<file path="config.mk">
export PLATFORM = sky130hd
export DESIGN_NAME = regbank_core
export DESIGN_NICKNAME = d
export VERILOG_FILES = /design/src/rtl/regbank_core.sv
export SDC_FILE = /design/constraint.sdc
export NUM_CORES = 1
export LEC_CHECK = 0
export ABC_CLOCK_PERIOD_IN_PS = 7300
export CORE_MARGIN = 10
export CORE_UTILIZATION = 30
export DETAILED_ROUTE_END_ITERATION = 16
export SLEW_MARGIN = 30
export SYNTH_ARGS = -nofsm -noshare
export SYNTH_HDL_FRONTEND = slang
export SYNTH_SLANG_ARGS = --single-unit
</file>
<file path="constraint.sdc">
create_clock -name clk -period 7.3 [get_ports clk]
set_input_delay 0.73 -clock clk [delete_from_list [all_inputs] [get_ports clk]]
set_output_delay 0.73 -clock clk [all_outputs]
set_load 0.02 [all_outputs]
</file>
<file path="src/rtl/regbank_core.sv">
// Register file, REG_COUNT x REG_WIDTH, one write port and two read ports, cleared by a sequencer after reset.
// Latency: reads are combinational with 0 cycles; a write is visible from storage one cycle after its edge.
// Backpressure: none on reads; while busy is high the CPU must stall, writes are ignored and reads return 0.
module regbank_core #(
  parameter int unsigned REG_WIDTH = 32,
  parameter int unsigned REG_COUNT = 16,
  parameter int unsigned ZERO_REG  = 1,
  parameter int unsigned BYPASS    = 1,
  localparam int unsigned AW       = $clog2(REG_COUNT)
) (
  input  logic                 clk,
  input  logic                 rst,
  input  logic                 we,
  input  logic [AW-1:0]        waddr,
  input  logic [REG_WIDTH-1:0] wdata,
  input  logic [AW-1:0]        raddr1,
  input  logic [AW-1:0]        raddr2,
  output logic [REG_WIDTH-1:0] rdata1,
  output logic [REG_WIDTH-1:0] rdata2,
  output logic                 busy
);

  localparam bit ZERO_EN = (ZERO_REG != 0);
  localparam bit BYP_EN  = (BYPASS != 0);

  typedef enum logic {
    ST_CLEAR = 1'b0,
    ST_READY = 1'b1
  } state_t;

  state_t               r_state;
  state_t               w_state_nxt;
  logic [AW-1:0]        r_clr_cnt;
  logic [AW-1:0]        w_clr_cnt_nxt;
  logic                 w_clr_last;

  // Storage carries no reset so it can map onto a plain RAM macro; the
  // clear sequencer is what gives it defined contents.
  logic [REG_WIDTH-1:0] r_mem [REG_COUNT];

  logic                 w_wr_drop;
  logic                 w_mem_we;
  logic [AW-1:0]        w_mem_addr;
  logic [REG_WIDTH-1:0] w_mem_dat;

  assign busy       = (r_state == ST_CLEAR);
  assign w_clr_last = (r_clr_cnt == AW'(REG_COUNT - 1));

  // A write to R0 is discarded when R0 is hardwired to zero.
  assign w_wr_drop  = ZERO_EN && (waddr == '0);

  // The sequencer owns the write port while clearing; a CPU write during that
  // time is simply ignored, never queued. rst itself leaves storage alone.
  assign w_mem_we   = !rst && (busy || (we && !w_wr_drop));
  assign w_mem_addr = busy ? r_clr_cnt : waddr;
  assign w_mem_dat  = busy ? '0 : wdata;

  // State register and clear counter; rst always restarts the clear from entry 0.
  always_ff @(posedge clk) begin
    if (rst) begin
      r_state   <= ST_CLEAR;
      r_clr_cnt <= '0;
    end else begin
      r_state   <= w_state_nxt;
      r_clr_cnt <= w_clr_cnt_nxt;
    end
  end

  // Next-state logic: step through every entry once, then hand over to the CPU.
  always_comb begin
    w_state_nxt   = r_state;
    w_clr_cnt_nxt = r_clr_cnt;
    case (r_state)
      ST_CLEAR: begin
        w_clr_cnt_nxt = r_clr_cnt + 1'b1;
        if (w_clr_last) begin
          w_state_nxt = ST_READY;
        end
      end
      ST_READY: begin
        w_state_nxt = ST_READY;
      end
      default: begin
        w_state_nxt   = ST_CLEAR;
        w_clr_cnt_nxt = '0;
      end
    endcase
  end

  // Single shared write port into storage (clear zeros or CPU data).
  always_ff @(posedge clk) begin
    if (w_mem_we) begin
      r_mem[w_mem_addr] <= w_mem_dat;
    end
  end

  // Read port 1: hardwired zero beats the bypass, the bypass beats storage.
  always_comb begin
    rdata1 = r_mem[raddr1];
    if (busy) begin
      rdata1 = '0;
    end else if (ZERO_EN && (raddr1 == '0)) begin
      rdata1 = '0;
    end else if (BYP_EN && we && (waddr == raddr1)) begin
      rdata1 = wdata;
    end
  end

  // Read port 2: same priority as port 1, fully independent of it.
  always_comb begin
    rdata2 = r_mem[raddr2];
    if (busy) begin
      rdata2 = '0;
    end else if (ZERO_EN && (raddr2 == '0)) begin
      rdata2 = '0;
    end else if (BYP_EN && we && (waddr == raddr2)) begin
      rdata2 = wdata;
    end
  end

endmodule
</file>
Word-level counts from Yosys, hierarchy flattened
Memories as Yosys holds them, arrays and structs flattened.
Cells that the tools add are included.
{ "classes": {"add_sub_neg": 1, "eq_ne": 3, "muxes": 12, "bitwise": 1, "n_reduce_logical": 10} }
{ "ops": {"columns": ["operator", "count"], "rows": [
  ["$mux 32", 7],
  ["$logic_not 4->1", 3],
  ["$eq 4x4->1", 2],
  ["$add 4x1->4 const B", 1],
  ["$eq 4x4->1 const B", 1],
  ["$logic_and 1x1->1", 4],
  ["$mux 4", 1],
  ["$mux 1", 3],
  ["$logic_not 1->1", 2],
  ["$pmux 1 s2", 1],
  ["$logic_or 1x1->1", 1],
  ["$not 1->1", 1]
]} }
{ "totals": {"regBits": 5, "mem_bits_rw": 512, "input_bits": 47, "output_inout_bits": 65, "elab_cells": 30, "memories": 1} }
{ "mem_list": {"columns": ["memory", "depth", "width", "read_ports", "rd_clocked_by_memory_dff", "wr", "line", "rtl"], "rows": [
  ["r_mem", 16, 32, 2, 0, 1, "39", "logic [REG_WIDTH-1:0] r_mem [REG_COUNT];"]
]} }

Logic depth before layout (Yosys ltp)
{ "logic_depth": {"depth_word": 7, "depth_mapped": 7, "mapped_depth_nobuf": 4} }

Worst setup path before layout
Ideal clock, no wire load.
{ "synth_timing": {"path_kind": "in2reg", "from": "input port waddr[3]", "to": "memory r_mem[12][0], enable pin", "setup_ps": 421, "t_arrival_ps": 2692, "slack_ps": 4187, "cell_stages": 5, "path_buffers": 1, "path_cell_list": "buf_2 > nor3_1 > o31ai_1 > nand2_1 > nor2_1"} }
{ "synth_via": {"elab_chain_len": 7} }
{ "synth_rtl": {"columns": ["item", "line", "rtl"], "rows": [
  ["start: declaration", "14", "input logic [AW-1:0] waddr,"],
  ["$logic_not 4->1", "50", "assign w_wr_drop = ZERO_EN && (waddr == '0);"],
  ["$logic_not 1->1", "54", "assign w_mem_we = !rst && (busy || (we && !w_wr_drop));"],
  ["$logic_and 1x1->1", "54", null],
  ["$logic_or 1x1->1", "54", null],
  ["$logic_and 1x1->1", "54", null],
  ["$mux 1", "92", "if (w_mem_we) begin"],
  ["$mux 1 (not written as such)", "93", "r_mem[w_mem_addr] <= w_mem_dat;"],
  ["end: declaration", "39", null]
]} }
Several ways; a longest one is shown, not always the timed one.

Final worst setup path
{ "layout_timing": {"from": "input port raddr1[1]", "to": "output port rdata1[18]"} }
{ "layout_via": {"elab_chain_len": 5} }
{ "layout_rtl": {"columns": ["item", "line", "rtl"], "rows": [
  ["start: declaration", "16", "input logic [AW-1:0] raddr1,"],
  ["branches (longest 3 deep; another with $mem_v2 16x32)", null, null],
  ["$mux 32 (*)", "102", "end else if (ZERO_EN && (raddr1 == '0)) begin"],
  ["$mux 32 (*)", "100", "if (busy) begin"],
  ["end: declaration", "18", "output logic [REG_WIDTH-1:0] rdata1,"]
]} }
Every way passes the cells marked *.

==> key figures <==
Run status
  – Status: finished, final reports clean

CTS
  – CTS sink count: slightly above 500
  – Clock Path Buffers: 3
  – Total CTS buffers: a little over 50
  – H-tree depth: 2
  – Clk_lat worst skew: 0.58 ns
  – Clock Pin Slew Worst Setup and Hold Paths: about 0.060 ns
  – Post-CTS sizing: 0
  – CTS root buffer: clkbuf_16
  – # Post-CTS Setup Buffers: 0
  – Hold-fix buffers at CTS: 0
  – CTS tree: built

Synthesis
  – Synth Warn #: 0
  – Synth Register Bits: roughly 520
  – Cell area after synthesis: between 20000 and 25000 µm²
  – Number of distinct library cells after synthesis: 33
  – Syn Nets: roughly 1.3k
  – Syn Inst Count: 1249
  – Mean post-synth cell area: approximately 19 µm²
  – Sequential area share after synthesis: a little under two thirds

GRT
  – Global-route wire length before repair: about 100 mm
  – Global router's overall resource usage: 15.1%
  – Grt ovf: 0
  – Largest net degree at the start of global routing: slightly above 90
  – Vias in the first global route: ~15k
  – Initial antenna violation count: 3

Drt
  – Routed WL per cell: around 30 µm
  – Final WL: around 72 mm
  – Final antenna-violating net count: 0
  – DR top layer: met5
  – Met1 WL: 29.9 mm
  – DR iter-0 viols: about 1.6k
  – Met3 routed WL: 7.46 mm
  – Drt drc: 0
  – Routed via count: 14.0k
  – TritonRoute pass-1 iters: 5
  – Via density: around 5.7
  – Metal2 WL: about 32 mm

Cells and area
  – Design Area, Final: around 28000 µm²
  – Most frequent cells in the layout: edfxtp_1 (512), mux4_2 (256), a22oi_1 (128)
  – Most common cell after layout, fill and taps aside: edfxtp_1
  – Post-Layout Cell Count: 2437
  – Syn-to-layout area delta: 16.2%
  – Layout cell share with drive strength beyond 1: between 20% and 30%
  – Layout Utilization: roughly a third
  – Final Net Count: 1386

Place
  – Final Wtd Congestion: roughly 0.77
  – Placed cell count: roughly 2.3k
  – Placed Area: 26600 µm²
  – Hpwl dp: about 40 mm
  – I/O Buffers: approximately 110

STA
  – Max_slew headroom: 35.6%
  – Final TNS setup: 0 ns
  – Final worst path period share: 63.0%
  – Count of final hold-check violations: 0
  – Final setup fails: 0
  – Clock Skews: roughly 0.018 ns
  – Least-Margin Pin Slew: around 0.97 ns
  – Minimum clock period: about 4.6 ns
  – Final Max Tran Viols: 0
  – RSZ-0062 raised after global routing: false
  – Max Freq: 217 MHz

Die
  – Die X: ~300 µm
  – Die area: between 90000 and 100000 µm²
  – Ports: around 110
  – Core ar.: 80300 µm²
  – Chip Height: about 300 µm
  – Row count: between 100 and 150
  – Starting Density: 30.2%

Worst setup path
  – Crit Path Category: input pin to primary output
  – Worst Path Max Fanout: 71
  – CP Data Required Time: between 6 and 7 ns
  – R2R cell count: 6
  – Crit. End Element: primary output
  – CP Launch Type: input pin
  – Worst EP arrival: between 3 and 4 ns

Power and ir drop
  – Pwr Total: roughly 0.0063 W
  – Pwr Density: 223 nW/µm²
  – Peak supply drop: 0.164 mV
  – Leakage: around 8.5 nW

Job
  – Max-cap viol count: 0

Min path
  – Min-delay worst type: flop to flop
  – Hold Path Stages: 2
==> critical path, cell delays in order <==
cell,delay (ns)
buf_6,0.57
xor2_1,0.16
nor3_1,0.38
and4b_2,0.50
buf_4,0.52
a22o_1,0.27
clkdlybuf4s50_1,0.63
==> path summary, 6_finish.rpt <==
path         slack (ns)          from      endpoint
min                0.51  r_clr_cnt[0]  r_clr_cnt[0]
max reg2reg        3.83       r_state   r_mem[6][9]
min reg2reg        0.51  r_clr_cnt[0]  r_clr_cnt[0]
max                2.70     raddr1[1]    rdata1[18]
==> cells by family (layout without fill, tap and decap cells) <==
logic type	Yosys count	count (layout)	synth area share, %
adder cells (fa/ha/maj)	1	1	0.0516
AND/OR/NAND/NOR	147	147	2.85
buffers and inverters	111	237	2.39
AO/OA/AOI/OAI	205	205	6.61
other	0	2	0
flip-flops	517	517	63.9
multiplexers	258	258	23.9
XOR/XNOR	10	10	0.361
==> cell type report <==
class | count | area (µm²)
Antenna cell | 2 | 5.00
Clock buffer | 68 | 1340
Clock inverter | 22 | 233
Fill cell | 7401 | 52100
Inverter | 2 | 7.51
Multi-Input combinational cell | 621 | 8380
Sequential cell | 517 | 15500
Tap cell | 1060 | 1330
Timing Repair Buffer | 145 | 1400
==> synthesized netlist by cell type, drive strengths merged <==
| cell | instances | area [µm²] |
|---|---|---|
| a21oi | 6 | 30.0 |
| a22o | 64 | 561 |
| a22oi | 128 | 961 |
| a31oi | 4 | 25.0 |
| and2 | 34 | 213 |
| and3 | 1 | 6.26 |
| and4b | 2 | 20.0 |
| buf | 43 | 324 |
| clkbuf | 66 | 248 |
| dfxtp | 5 | 100 |
| edfxtp | 512 | 15400 |
| ha | 1 | 12.5 |
| inv | 2 | 7.51 |
| mux2 | 1 | 11.3 |
| mux2i | 1 | 10.0 |
| mux4 | 256 | 5770 |
| nand2 | 69 | 259 |
| nand2b | 1 | 6.26 |
| nand3 | 2 | 10.0 |
| nand3b | 1 | 7.51 |
| nand4 | 1 | 6.26 |
| nor2 | 23 | 86.3 |
| nor2b | 5 | 31.3 |
| nor3 | 5 | 25.0 |
| nor3b | 1 | 7.51 |
| o31ai | 1 | 7.51 |
| o41ai | 2 | 17.5 |
| or2 | 2 | 12.5 |
| xnor2 | 3 | 26.3 |
| xor2 | 7 | 61.3 |
==> report_power, final <==
group          switching [W]  internal (W)
logic               0.000278      0.000214
registers          0.0000185       0.00326
clock network        0.00106       0.00146
total                0.00135       0.00493
==> routing by layer <==
layer / up-vias / global-route usage, %
li1: 5584 / -
met1: 7457 / 20.8
met2: 797 / 23.1
met3: 124 / 4.18
met4: 2 / 4.71
met5: - / 0
==> through the flow <==
| stage | worst slack (ns) | hold slack, ns |
|---|---|---|
| 2_1_floorplan | 4.19 | 0.475 |
| 3_3_place_gp | 2.74 | 0.512 |
| 3_5_place_dp | 2.75 | 0.505 |
| 4_1_cts | 2.72 | 0.515 |
| 5_1_grt | 2.52 | 0.552 |
| 6_report | 2.70 | 0.514 |
==> state kept, by name (all words and copies together), names as in the netlist <==
register / cells
r_mem: 512
r_state: 1
r_clr_cnt: 4
Note: power is estimated with default switching activity, not from simulation.
